--- config.mk ---
export PLATFORM = sky130hd
export DESIGN_NAME = id_wb_arbiter
export DESIGN_NICKNAME = d
export VERILOG_FILES = /design/src/rtl/id_pkg.sv /design/src/rtl/id_wb_rr_arb.sv /design/src/rtl/id_wb_arbiter.sv
export SDC_FILE = /design/constraint.sdc
export NUM_CORES = 1
export LEC_CHECK = 0
export CAP_MARGIN = 10
export CORE_MARGIN = 4
export CORE_UTILIZATION = 50
export DETAILED_ROUTE_END_ITERATION = 6
export PLACE_DENSITY = 0.82
export SYNTH_ARGS = -nofsm -noshare
export SYNTH_HDL_FRONTEND = slang
export SYNTH_SLANG_ARGS = --single-unit
--- constraint.sdc ---
create_clock -name clk_i -period 2.64 [get_ports clk_i]
set_clock_uncertainty 0.05 [all_clocks]
set_input_delay 0.264 -clock clk_i [delete_from_list [all_inputs] [get_ports clk_i]]
set_output_delay 0.264 -clock clk_i [all_outputs]
set_load 0.01 [all_outputs]
--- src/rtl/id_pkg.sv ---
`default_nettype none
// ----------------------------------------------------------------------
// id_pkg: ID-stage shared constants, writeback source enum, address mask.
// Rev 1.0
// ----------------------------------------------------------------------
package id_pkg;

`ifdef CONFIG_ISA_RV32E
    localparam int REG_N = 16;
`else
    localparam int REG_N = 32;
`endif
    localparam int REG_AW = $clog2(REG_N);

    localparam logic [4:0] C_ADDR_MASK = 5'(REG_N - 1);

    typedef enum logic {
        WB_EX  = 1'b0,
        WB_LSU = 1'b1
    } wb_src_t;

    function automatic logic [4:0] mask_addr(input logic [4:0] a);
        return a & C_ADDR_MASK;
    endfunction

endpackage
`default_nettype wire

--- src/rtl/id_wb_rr_arb.sv ---
`default_nettype none
// ----------------------------------------------------------------------
// id_wb_rr_arb: two-requester round-robin arbiter (EX vs LSU).
// Rev 1.0
// ----------------------------------------------------------------------
module id_wb_rr_arb
    import id_pkg::*;
(
    input  logic clk_i,
    input  logic rst_n_i,
    input  logic i_req_ex,
    input  logic i_req_lsu,
    output logic o_gnt_ex,
    output logic o_gnt_lsu
);

    wb_src_t r_last;
    logic    w_gnt_ex;
    logic    w_gnt_lsu;

    // Under contention the source that lost last time wins.
    always_comb begin
        w_gnt_ex  = i_req_ex  & (~i_req_lsu | (r_last == WB_LSU));
        w_gnt_lsu = i_req_lsu & (~i_req_ex  | (r_last == WB_EX));
    end

    always_ff @(posedge clk_i or negedge rst_n_i) begin
        if (!rst_n_i) begin
            r_last <= WB_EX;
        end else if (w_gnt_ex) begin
            r_last <= WB_EX;
        end else if (w_gnt_lsu) begin
            r_last <= WB_LSU;
        end
    end

    assign o_gnt_ex  = w_gnt_ex;
    assign o_gnt_lsu = w_gnt_lsu;

endmodule
`default_nettype wire

--- src/rtl/id_wb_arbiter.sv ---
`default_nettype none
// ----------------------------------------------------------------------
// id_wb_arbiter: regfile write-port arbiter with pending-load scoreboard.
// Rev 1.0
// ----------------------------------------------------------------------
module id_wb_arbiter
    import id_pkg::*;
#(
    parameter int XLEN = 32
) (
    input  logic            clk_i,
    input  logic            rst_n_i,
    input  logic            ex_valid_i,
    input  logic [4:0]      ex_addr_i,
    input  logic [XLEN-1:0] ex_data_i,
    output logic            ex_ready_o,
    input  logic            lsu_valid_i,
    input  logic [4:0]      lsu_addr_i,
    input  logic [XLEN-1:0] lsu_data_i,
    output logic            lsu_ready_o,
    input  logic            pend_set_i,
    input  logic [4:0]      pend_addr_i,
    input  logic [4:0]      rs1_addr_i,
    input  logic [4:0]      rs2_addr_i,
    output logic            rs1_busy_o,
    output logic            rs2_busy_o,
    output logic            rd_wr_en_o,
    output logic [4:0]      rd_wr_addr_o,
    output logic [XLEN-1:0] rd_wr_data_o,
    output logic            err_o
);

    logic            w_gnt_ex;
    logic            w_gnt_lsu;
    logic            w_acc;
    logic [4:0]      w_acc_addr;
    logic [XLEN-1:0] w_acc_data;
    logic [4:0]      w_pend_addr;
    logic [4:0]      w_rs1;
    logic [4:0]      w_rs2;
    logic            w_set;
    logic            w_clr;
    logic [REG_N-1:0] w_busy_nxt;
    logic            w_err_set;

    logic            r_wr_en;
    logic            r_wr_lsu;
    logic [4:0]      r_wr_addr;
    logic [XLEN-1:0] r_wr_data;
    logic [REG_N-1:0] r_busy;
    logic            r_err;

    id_wb_rr_arb u_arb (
        .clk_i     (clk_i),
        .rst_n_i   (rst_n_i),
        .i_req_ex  (ex_valid_i),
        .i_req_lsu (lsu_valid_i),
        .o_gnt_ex  (w_gnt_ex),
        .o_gnt_lsu (w_gnt_lsu)
    );

    assign ex_ready_o  = ex_valid_i  & w_gnt_ex;
    assign lsu_ready_o = lsu_valid_i & w_gnt_lsu;

    always_comb begin
        w_acc      = ex_ready_o | lsu_ready_o;
        w_acc_addr = lsu_ready_o ? mask_addr(lsu_addr_i) : mask_addr(ex_addr_i);
        w_acc_data = lsu_ready_o ? lsu_data_i : ex_data_i;
        w_pend_addr = mask_addr(pend_addr_i);
        w_rs1      = mask_addr(rs1_addr_i);
        w_rs2      = mask_addr(rs2_addr_i);
    end

    always_ff @(posedge clk_i or negedge rst_n_i) begin
        if (!rst_n_i) begin
            r_wr_en   <= 1'b0;
            r_wr_lsu  <= 1'b0;
            r_wr_addr <= '0;
            r_wr_data <= '0;
        end else begin
            r_wr_en  <= w_acc & (w_acc_addr != 5'd0);
            r_wr_lsu <= lsu_ready_o & (w_acc_addr != 5'd0);
            if (w_acc) begin
                r_wr_addr <= w_acc_addr;
                r_wr_data <= w_acc_data;
            end
        end
    end

    // Set is applied after clear so a new load to a committing register wins.
    always_comb begin
        w_set      = pend_set_i & (w_pend_addr != 5'd0);
        w_clr      = r_wr_en & r_wr_lsu;
        w_busy_nxt = r_busy;
        if (w_clr) begin
            w_busy_nxt[r_wr_addr] = 1'b0;
        end
        if (w_set) begin
            w_busy_nxt[w_pend_addr] = 1'b1;
        end
        w_err_set = w_set & r_busy[w_pend_addr] &
                    ~(w_clr & (r_wr_addr == w_pend_addr));
    end

    always_ff @(posedge clk_i or negedge rst_n_i) begin
        if (!rst_n_i) begin
            r_busy <= '0;
            r_err  <= 1'b0;
        end else begin
            r_busy <= w_busy_nxt;
            r_err  <= r_err | w_err_set;
        end
    end

    always_comb begin
        rs1_busy_o = (w_rs1 != 5'd0) &
                     (r_busy[w_rs1] | (r_wr_en & (r_wr_addr == w_rs1)));
        rs2_busy_o = (w_rs2 != 5'd0) &
                     (r_busy[w_rs2] | (r_wr_en & (r_wr_addr == w_rs2)));
    end

    assign rd_wr_en_o   = r_wr_en;
    assign rd_wr_addr_o = r_wr_addr;
    assign rd_wr_data_o = r_wr_data;
    assign err_o        = r_err;

endmodule
`default_nettype wire
# Word-level counts from Yosys, hierarchy flattened
# Index checks and enable logic that the tools add are counted.
[classes]
bitwise = 28
eq_ne = 3
mux = 16
reduce_logical = 7
magnitude_cmp = 6
[ops]
columns = ["operator", "count"]
rows = [
  ["$mux W32", 3],
  ["$and A32 B32 Y32", 1],
  ["$not A32 Y32", 1],
  ["$or A32 B32 Y32", 1],
  ["$lt A5 B6 Y1 const B", 4],
  ["$reduce_bool A5 Y1", 4],
  ["$and A1 B1 Y1", 15],
  ["$bmux W1 S5", 3],
  ["$eq A5 B5 Y1", 3],
  ["$demux W1 S5", 2],
  ["$ge A5 B1 Y1 const B", 2],
  ["$mux W1", 7],
  ["$or A1 B1 Y1", 6],
  ["$mux W5", 1],
  ["$not A1 Y1", 4],
  ["$logic_and A1 B1 Y1", 2],
  ["$reduce_bool A2 Y1", 1],
]
[word_totals]
elab_cells = 67
inputBits = 94
register_bits = 73
out_inout_bits = 43

# Depth between registers and ports, before layout
# Gate-level depths: netlist (run 1).
[logic_depth]
word_depth = 9
ltp_mapped = 7
mapped_depth_nobuf = 5

# Hierarchy
# Synthesis (run 1) repeated with hierarchy kept, for this count alone.
[hier_totals]
hier_cells = 406
hier_area_um2 = 4230.3
[modules_own_cells]
columns = ["module", "instances", "cells_each", "seq_area_each_um2", "area_per_inst_um2"]
rows = [
  ["id_wb_arbiter", 1, 400, 1801.7, 4177.8],
  ["id_wb_rr_arb", 1, 6, 25.0, 52.6],
]

# Least setup slack after synthesis (run 1)
# No wires, ideal clock.
[synth_path]
path_kind = "input port to output port"
startpoint = "input port rs1_addr_i[0]"
endpoint = "output port rs1_busy_o"
slack_ns = 0.820
n_path_buf = 1
arrival_time_ns = 1.506
required_ns = 2.326
path_stages = 6
path_cell_list = "buf_6 > mux4_1 > mux2_2 > nand2_1 > o2111ai_1 > o311a_1"
[synth_between]
elab_chain_len = 4
word_cells_on_any_way = 7
classes_between = "1 x eq/ne; 2 x mux; 3 x bitwise; 1 x reduce/logical"
[synth_rtl]
columns = ["element", "line_no", "text"]
rows = [
  ["start: declaration", "id_wb_arbiter.sv:23", "input logic [4:0] rs1_addr_i,"],
  ["$bmux W1 S5 / $eq A5 B5 Y1 (equally long branches)", "id_wb_arbiter.sv:117", "(r_busy[w_rs1] | (r_wr_en & (r_wr_addr == w_rs1)));"],
  ["$mux W1 (not written as such) / $and A1 B1 Y1 (equally long branches)", "id_wb_arbiter.sv:117", ""],
  ["$or A1 B1 Y1", "id_wb_arbiter.sv:117", ""],
  ["$and A1 B1 Y1 *", "id_wb_arbiter.sv:116", "rs1_busy_o = (w_rs1 != 5'd0) &"],
  ["end: declaration", "id_wb_arbiter.sv:25", "output logic rs1_busy_o,"],
]
# Mark *: on every way between the ends. The rest lies on a longest branch, timed or not. The select of a mux whose other input is x is not followed.

# Worst setup path after layout (run 1)
[layout_path]
startpoint = "input port rs2_addr_i[0]"
endpoint = "output port rs2_busy_o"
[layout_between]
elab_chain_len = 4
word_cells_on_any_way = 7
classes_between = "1 x eq/ne; 2 x mux; 3 x bitwise; 1 x reduce/logical"
[layout_rtl]
columns = ["element", "line_no", "text"]
rows = [
  ["start: declaration", "id_wb_arbiter.sv:24", "input logic [4:0] rs2_addr_i,"],
  ["$bmux W1 S5 / $eq A5 B5 Y1 (equally long branches)", "id_wb_arbiter.sv:119", "(r_busy[w_rs2] | (r_wr_en & (r_wr_addr == w_rs2)));"],
  ["$mux W1 (not written as such) / $and A1 B1 Y1 (equally long branches)", "id_wb_arbiter.sv:119", ""],
  ["$or A1 B1 Y1", "id_wb_arbiter.sv:119", ""],
  ["$and A1 B1 Y1 *", "id_wb_arbiter.sv:118", "rs2_busy_o = (w_rs2 != 5'd0) &"],
  ["end: declaration", "id_wb_arbiter.sv:26", "output logic rs2_busy_o,"],
]
# Marks and branches as above.

==> results.md, run 1 <==
- Status: finished with violations
- Failing checks: negative hold slack
- Crit. End Element: output pin
- Largest net degree at the start of global routing: 74
- Root buf cell: clkbuf_8
- Post-synth top area cell: dfrtp_1
- Reg-to-reg slack, setup: 0.88 ns
- CP delay by family, top: buffers and inverters
- # resized after CTS: 5
- Die Width: 99.0 µm
- Worst hold path type: in -> async
- Slew headroom: 40.3%
- Fin crit period: 2.49 ns
- Final Core Density: 74.4%
- Cells after synthesis: 428
- Max-slew violations: 0
- Clk sink count: 73
- Clock latency on the worst-skew pair: 0.35 ns
- RD Place Congestion: 1.03
- Depth of the worst register-to-register path: 5
- Commonest cells in the synthesized netlist: dfrtp_1 (73), nor2_1 (67), o21ai_0 (42), o22ai_1 (38), o21ai_1 (21)
- Setup crit start: rs2_addr_i[0]
- Vias in the first global route: 4178
- Vias per inst: 6.25
- Worst endpoint required time: 2.33 ns
- Initial antenna violation count: 0
- Largest family of logic cells by synthesized area: compound AO/OA/AOI/OAI gates
- Synth cell types: 44
- Post-route cell area: 5870 µm²
- Cell repeated most along the worst path: dlygate4sd2_1
- Via count: 4191
- Worst vdd ir: 0.377 mV
- Hold Buf Count CTS: 0
- Pwr dens: 634 nW/µm²
- EDFF count, synth: 0
- Worst setup SP type: primary input
- WL per Instance: 20.2 µm
- Worst-margin pin slew: 0.895 ns
- Proportion of synthesized area in mux cells: 15.1%
- Syn Std Cell Area: 4140 µm²
- Asr flop ratio synth: 100%
- Final setup fails: 0
- Post-place setup slack: -0.238 ns
- Synth Register Bits: 73
- PnR worst setup slack: 0.152 ns
- Port buffer count: 136
- Post-synth top area share: 44.1%
- Crit-path max cell delay: 0.35 ns
- Fillers: 561
- Seq/Total Area, Yosys: 44.1%
- Multi-input logic area: 2090 µm²
- Synth Area in Compound Gates: 19.6%
- Setup TNS: 0 ns
- Max Cap Viol: 0
- H-tree lvl count: 3
- Post-Synth Adder-Cell Area: 0%
- Reg-to-reg startpoint: u_arb.r_last$_DFFE_PN0P_
- XOR/XNOR Fraction of Synth Area: 2.75%
- DRC: 0
- CTS buffer count: 9
- Critical path class: in -> out
- Arrival time at the worst endpoint: 2.17 ns
- Share of layout cells above drive strength 1: 10.2%
- Clk buf depth: 2
- Leak: 2.28 nW
- Placed cell area: 5670 µm²
- Starting density of the core: 52.5%
- Top cells by area, synth: dfrtp_1 (44%), mux4_2 (8.2%), nor2_1 (6.1%), o22ai_1 (5.7%), o21ai_0 (5.1%)
- Part of the cycle the worst path needs: 94.3%
- Final wirelength: 13600 µm
- Hold slack: -0.0142 ns
- Simple-gate area share of the yosys netlist: 12.9%
- Peak Freq: 402 MHz
- Net Count, Synth: 522
- Worst-path clk slew: 0.07 ns
- Yosys warns: 0
- Max FO, Critical Path: 7
- Die area: 9800 µm²
- Remaining Overflow, GRT: 0
- Syn avg cell area: 9.67 µm²
- Worst path slowest cell: mux2_1
- 1st-iter DRT viols: 409
- Chip height: 99.0 µm
- DRT Pass-1 Iters: 7
- DRT antenna net count: 0
- Post-CTS Setup Bufs: 0
- CTS tree: built
- Most numerous cell in the Yosys netlist: dfrtp_1
- Register area: 1830 µm²
- Worst path cell trace: dlygate4sd2_1, buf_4, buf_12, mux2_1, o221ai_1, o22ai_1, nor2_1, a21oi_1, dlygate4sd2_1
- Final nets: 658
- Reg2Reg Capture Point: rd_wr_en_o$_DFF_PN0_
- Prevailing post-synth register cell: dfrtp_1
- Hpwl dp: 10100 µm
- Total GRT Usage: 27.6%
- Area grow syn2layout: 41.7%
- Hold Vio Cnt, Final: 14
- Global-route wire length before repair: 21400 µm
- Inserted Diodes: 0
- Ports: 137
- Core area: 7890 µm²
- # rows: 32
- Buf/Inv on CP: 4
- Unrepaired setup endpoints after global routing: false
==> logic make-up (layout without fill, tap and decap cells) <==
| group | count (synthesis) | count (layout) |
|---|---|---|
| compound gates | 135 | 135 |
| simple gates | 120 | 120 |
| flops | 73 | 73 |
| buf+inv | 54 | 195 |
| mux | 33 | 33 |
| xor+xnor | 13 | 13 |
==> through the flow <==
| stage | power (mW) | instances | hold WS, ns |
|---|---|---|---|
| floorplan | 2.20 | 428 | -0.0816 |
| global placement | 2.76 | 655 | 0.397 |
| detailed placement | 2.80 | 655 | 0.404 |
| CTS | 3.70 | 671 | 0.0238 |
| global route | 3.89 | 671 | 0.0564 |
| finish | 3.72 | 671 | -0.0142 |
==> layer usage <==
metal  part of all wire [%]  track usage, %  vias to the layer above
met5                      0               0                        -
met4                    2.8            10.2                        0
met3                     13            9.55                       42
met1                     37            34.2                     1992
met2                     47            44.9                      307
li1                       -               -                     1850
==> worst max path at each step <==
| stage | end | slack (ns) | cells past startpoint |
|---|---|---|---|
| after global routing | rs2_busy_o | 0.05 | 9 |
| final | rs2_busy_o | 0.15 | 9 |
| after floorplan | rs1_busy_o | 0.82 | 6 |
| after CTS | rs1_busy_o | 0.16 | 6 |
| after global placement | rs2_busy_o | -0.19 | 8 |
| after detailed placement | rs2_busy_o | -0.24 | 9 |
==> final cells by class <==
cell class | instances | share of cell area, %
clock buffer | 10 | 2.35
multi-input combinational | 301 | 35.6
timing repair buffer | 155 | 26.1
inverter | 24 | 1.54
clock inverter | 6 | 1.13
sequential | 73 | 31.1
tap | 102 | 2.18
==> state kept, by name, summed over array words and instances (netlist names) <==
register	count
rd_wr_en_o	1
u_arb.r_last	1
rd_wr_data_o	32
r_busy	32
err_o	1
r_wr_lsu	1
rd_wr_addr_o	5
==> where the power goes <==
group | switching [mW] | total, mW | internal, mW
Sequential | 0.261 | 1.62 | 1.36
Clock | 0.442 | 0.905 | 0.464
Combinational | 0.526 | 1.20 | 0.669
==> cells in the final DEF, fill, tap and decap left out, types with 3 or more instances in the layout <==
cell | netlist | final
a21oi_1 | 8 | 8
a31oi_1 | 7 | 7
buf_12 | 0 | 3
buf_4 | 1 | 17
clkbuf_8 | 0 | 10
clkdlybuf4s50_1 | 0 | 130
clkinvlp_4 | 0 | 3
dfrtp_1 | 73 | 73
dlygate4sd2_1 | 0 | 5
inv_1 | 20 | 20
inv_2 | 4 | 4
mux2_1 | 6 | 6
mux2i_1 | 5 | 5
mux4_1 | 6 | 6
mux4_2 | 15 | 15
nand2_1 | 18 | 18
nand3_1 | 10 | 10
nand4_1 | 3 | 3
nor2_1 | 67 | 67
nor4_1 | 4 | 4
o21ai_0 | 42 | 42
o21ai_1 | 21 | 20
o221a_1 | 5 | 5
o22ai_1 | 38 | 38
or3_1 | 5 | 5
xnor2_1 | 4 | 4
xor2_1 | 9 | 9
No activity file was read; power rests on OpenSTA's default activity.
==> run 2: changes to the inputs <==
--- a/config.mk
+++ b/config.mk
@@ -7,9 +7,9 @@
 export LEC_CHECK = 0
 export CAP_MARGIN = 10
 export CORE_MARGIN = 4
-export CORE_UTILIZATION = 50
+export CORE_UTILIZATION = 33
 export DETAILED_ROUTE_END_ITERATION = 6
-export PLACE_DENSITY = 0.82
+export PLACE_DENSITY = 0.57
 export SYNTH_ARGS = -nofsm -noshare
 export SYNTH_HDL_FRONTEND = slang
 export SYNTH_SLANG_ARGS = --single-unit
==> results.md, run 2 (synthesis gave the netlist of run 1 again) <==
- Status: finished, final reports clean
- Register area: 1830 µm²
- Clk sink count: 73
- Final nets: 660
- Chip height: 120 µm
- Critical path class: reg -> out
- Max Cap Viol: 0
- Final wirelength: 14100 µm
- Core area: 12200 µm²
- Part of the cycle the worst path needs: 92.7%
- Worst path cell trace: mux4_1, mux2_2, nand2_1, o2111ai_1, o311a_1, dlygate4sd2_1
- Global-route wire length before repair: 22200 µm
- Hpwl dp: 10600 µm
- Share of layout cells above drive strength 1: 10.5%
- Fillers: 1136
- Most frequent cells in the layout: clkdlybuf4s50_1 (130), dfrtp_1 (73), nor2_1 (67)
- Port buffer count: 136
- Worst setup SP type: flip-flop
- Multi-input logic area: 2090 µm²
- Worst-margin pin slew: 0.992 ns
- DRT antenna net count: 0
- Crit-path max cell delay: 0.51 ns
- Setup TNS: 0 ns
- Die Width: 120 µm
- Initial antenna violation count: 0
- Pwr dens: 665 nW/µm²
- H-tree lvl count: 3
- Hold slack: 0.0255 ns
- Leak: 2.33 nW
- Worst-path clk slew: 0.06 ns
- Worst hold path type: in -> async
- Starting density of the core: 34.0%
- Max-slew violations: 0
- Total GRT Usage: 19.5%
- RD Place Congestion: 0.885
- Commonest non-fill, non-tap cell in the layout: clkdlybuf4s50_1
- Root buf cell: clkbuf_16
- Largest net degree at the start of global routing: 74
- Die area: 14400 µm²
- Hold Vio Cnt, Final: 0
- CP delay by family, top: multiplexers
- Remaining Overflow, GRT: 0
- Unrepaired setup endpoints after global routing: false
- Worst endpoint required time: 2.33 ns
- 1st-iter DRT viols: 299
- Area grow syn2layout: 45.9%
- Buf/Inv on CP: 1
- Fin crit period: 2.45 ns
- Inserted Diodes: 0
- Arrival time at the worst endpoint: 2.13 ns
- Worst path slowest cell: mux4_1
- CTS tree: built
- Slew headroom: 33.9%
- Peak Freq: 409 MHz
- DRT Pass-1 Iters: 5
- CTS buffer count: 9
- Ports: 137
- Clk buf depth: 2
- Worst vdd ir: 0.301 mV
- Vias per inst: 5.47
- Crit. End Element: output pin
- DRC: 0
- # rows: 40
- Max FO, Critical Path: 4
- Hold Buf Count CTS: 0
- Final setup fails: 0
- Vias in the first global route: 4189
- Via count: 4041
- Clock latency on the worst-skew pair: 0.32 ns
- WL per Instance: 19.1 µm
run 2: final cells by class:
type	count	area share, %
Clock buffer	10	3.79
Clock inverter	6	1.14
Inverter	24	1.49
Multi-Input combinational cell	301	34.5
Sequential cell	73	30.2
Tap cell	168	3.48
Timing Repair Buffer	157	25.3
run 2: per-stage QoR:
| step | cell area [µm²] | power (mW) | setup WS, ns | utilization [%] | instances |
|---|---|---|---|---|---|
| 6_report | 6040 | 4.02 | 0.194 | 49.7 | 739 |
| 5_1_grt | 6040 | 4.24 | 0.0915 | 49.7 | 739 |
| 4_1_cts | 6040 | 4.04 | 0.173 | 49.7 | 739 |
| 3_5_place_dp | 5740 | 2.81 | -0.284 | 47.2 | 723 |
| 3_3_place_gp | 5740 | 2.79 | -0.267 | 47.2 | 723 |
| 2_1_floorplan | 4140 | 2.20 | 0.820 | - | 428 |
run 2: report_power, final:
| group | internal, mW | total [mW] | switching [mW] |
|---|---|---|---|
| clock network | 0.735 | 1.21 | 0.479 |
| logic | 0.668 | 1.19 | 0.518 |
| registers | 1.36 | 1.62 | 0.259 |
run 2: layer usage:
layer	track usage, %	vias to the layer above	wire length (µm)
met2	30.1	210	6330
li1	-	1857	-
met5	0	-	0
met3	8.34	18	1670
met4	5.94	0	219
met1	24.9	1956	5880
run 2: worst paths after layout:
kind,startpoint,slack (ns),cells past startpoint,endpoint
setup / recovery,r_busy[1]$_DFF_PN0_,0.19,6,rs1_busy_o
hold / removal,rst_n_i,0.03,1,r_busy[23]$_DFF_PN0_
setup reg to reg,r_busy[23]$_DFF_PN0_,0.81,5,err_o$_DFF_PN0_
hold reg to reg,err_o$_DFF_PN0_,0.43,1,err_o$_DFF_PN0_
max in group asynchronous,rst_n_i,1.88,1,r_busy[8]$_DFF_PN0_
min in group clk_i,err_o$_DFF_PN0_,0.43,1,err_o$_DFF_PN0_
run 2: timing repair:
item,CTS,global route
gates resized for setup,8,0
endpoints found under the setup margin,2,0
setup buffers,0,0
run 2: worst register-to-register path, cell delays in order (launching register included):
cell	delay (ns)
dfrtp_1	0.41
mux4_2	0.48
inv_1	0.08
o22ai_1	0.10
nor4_1	0.46
o21bai_1	0.11
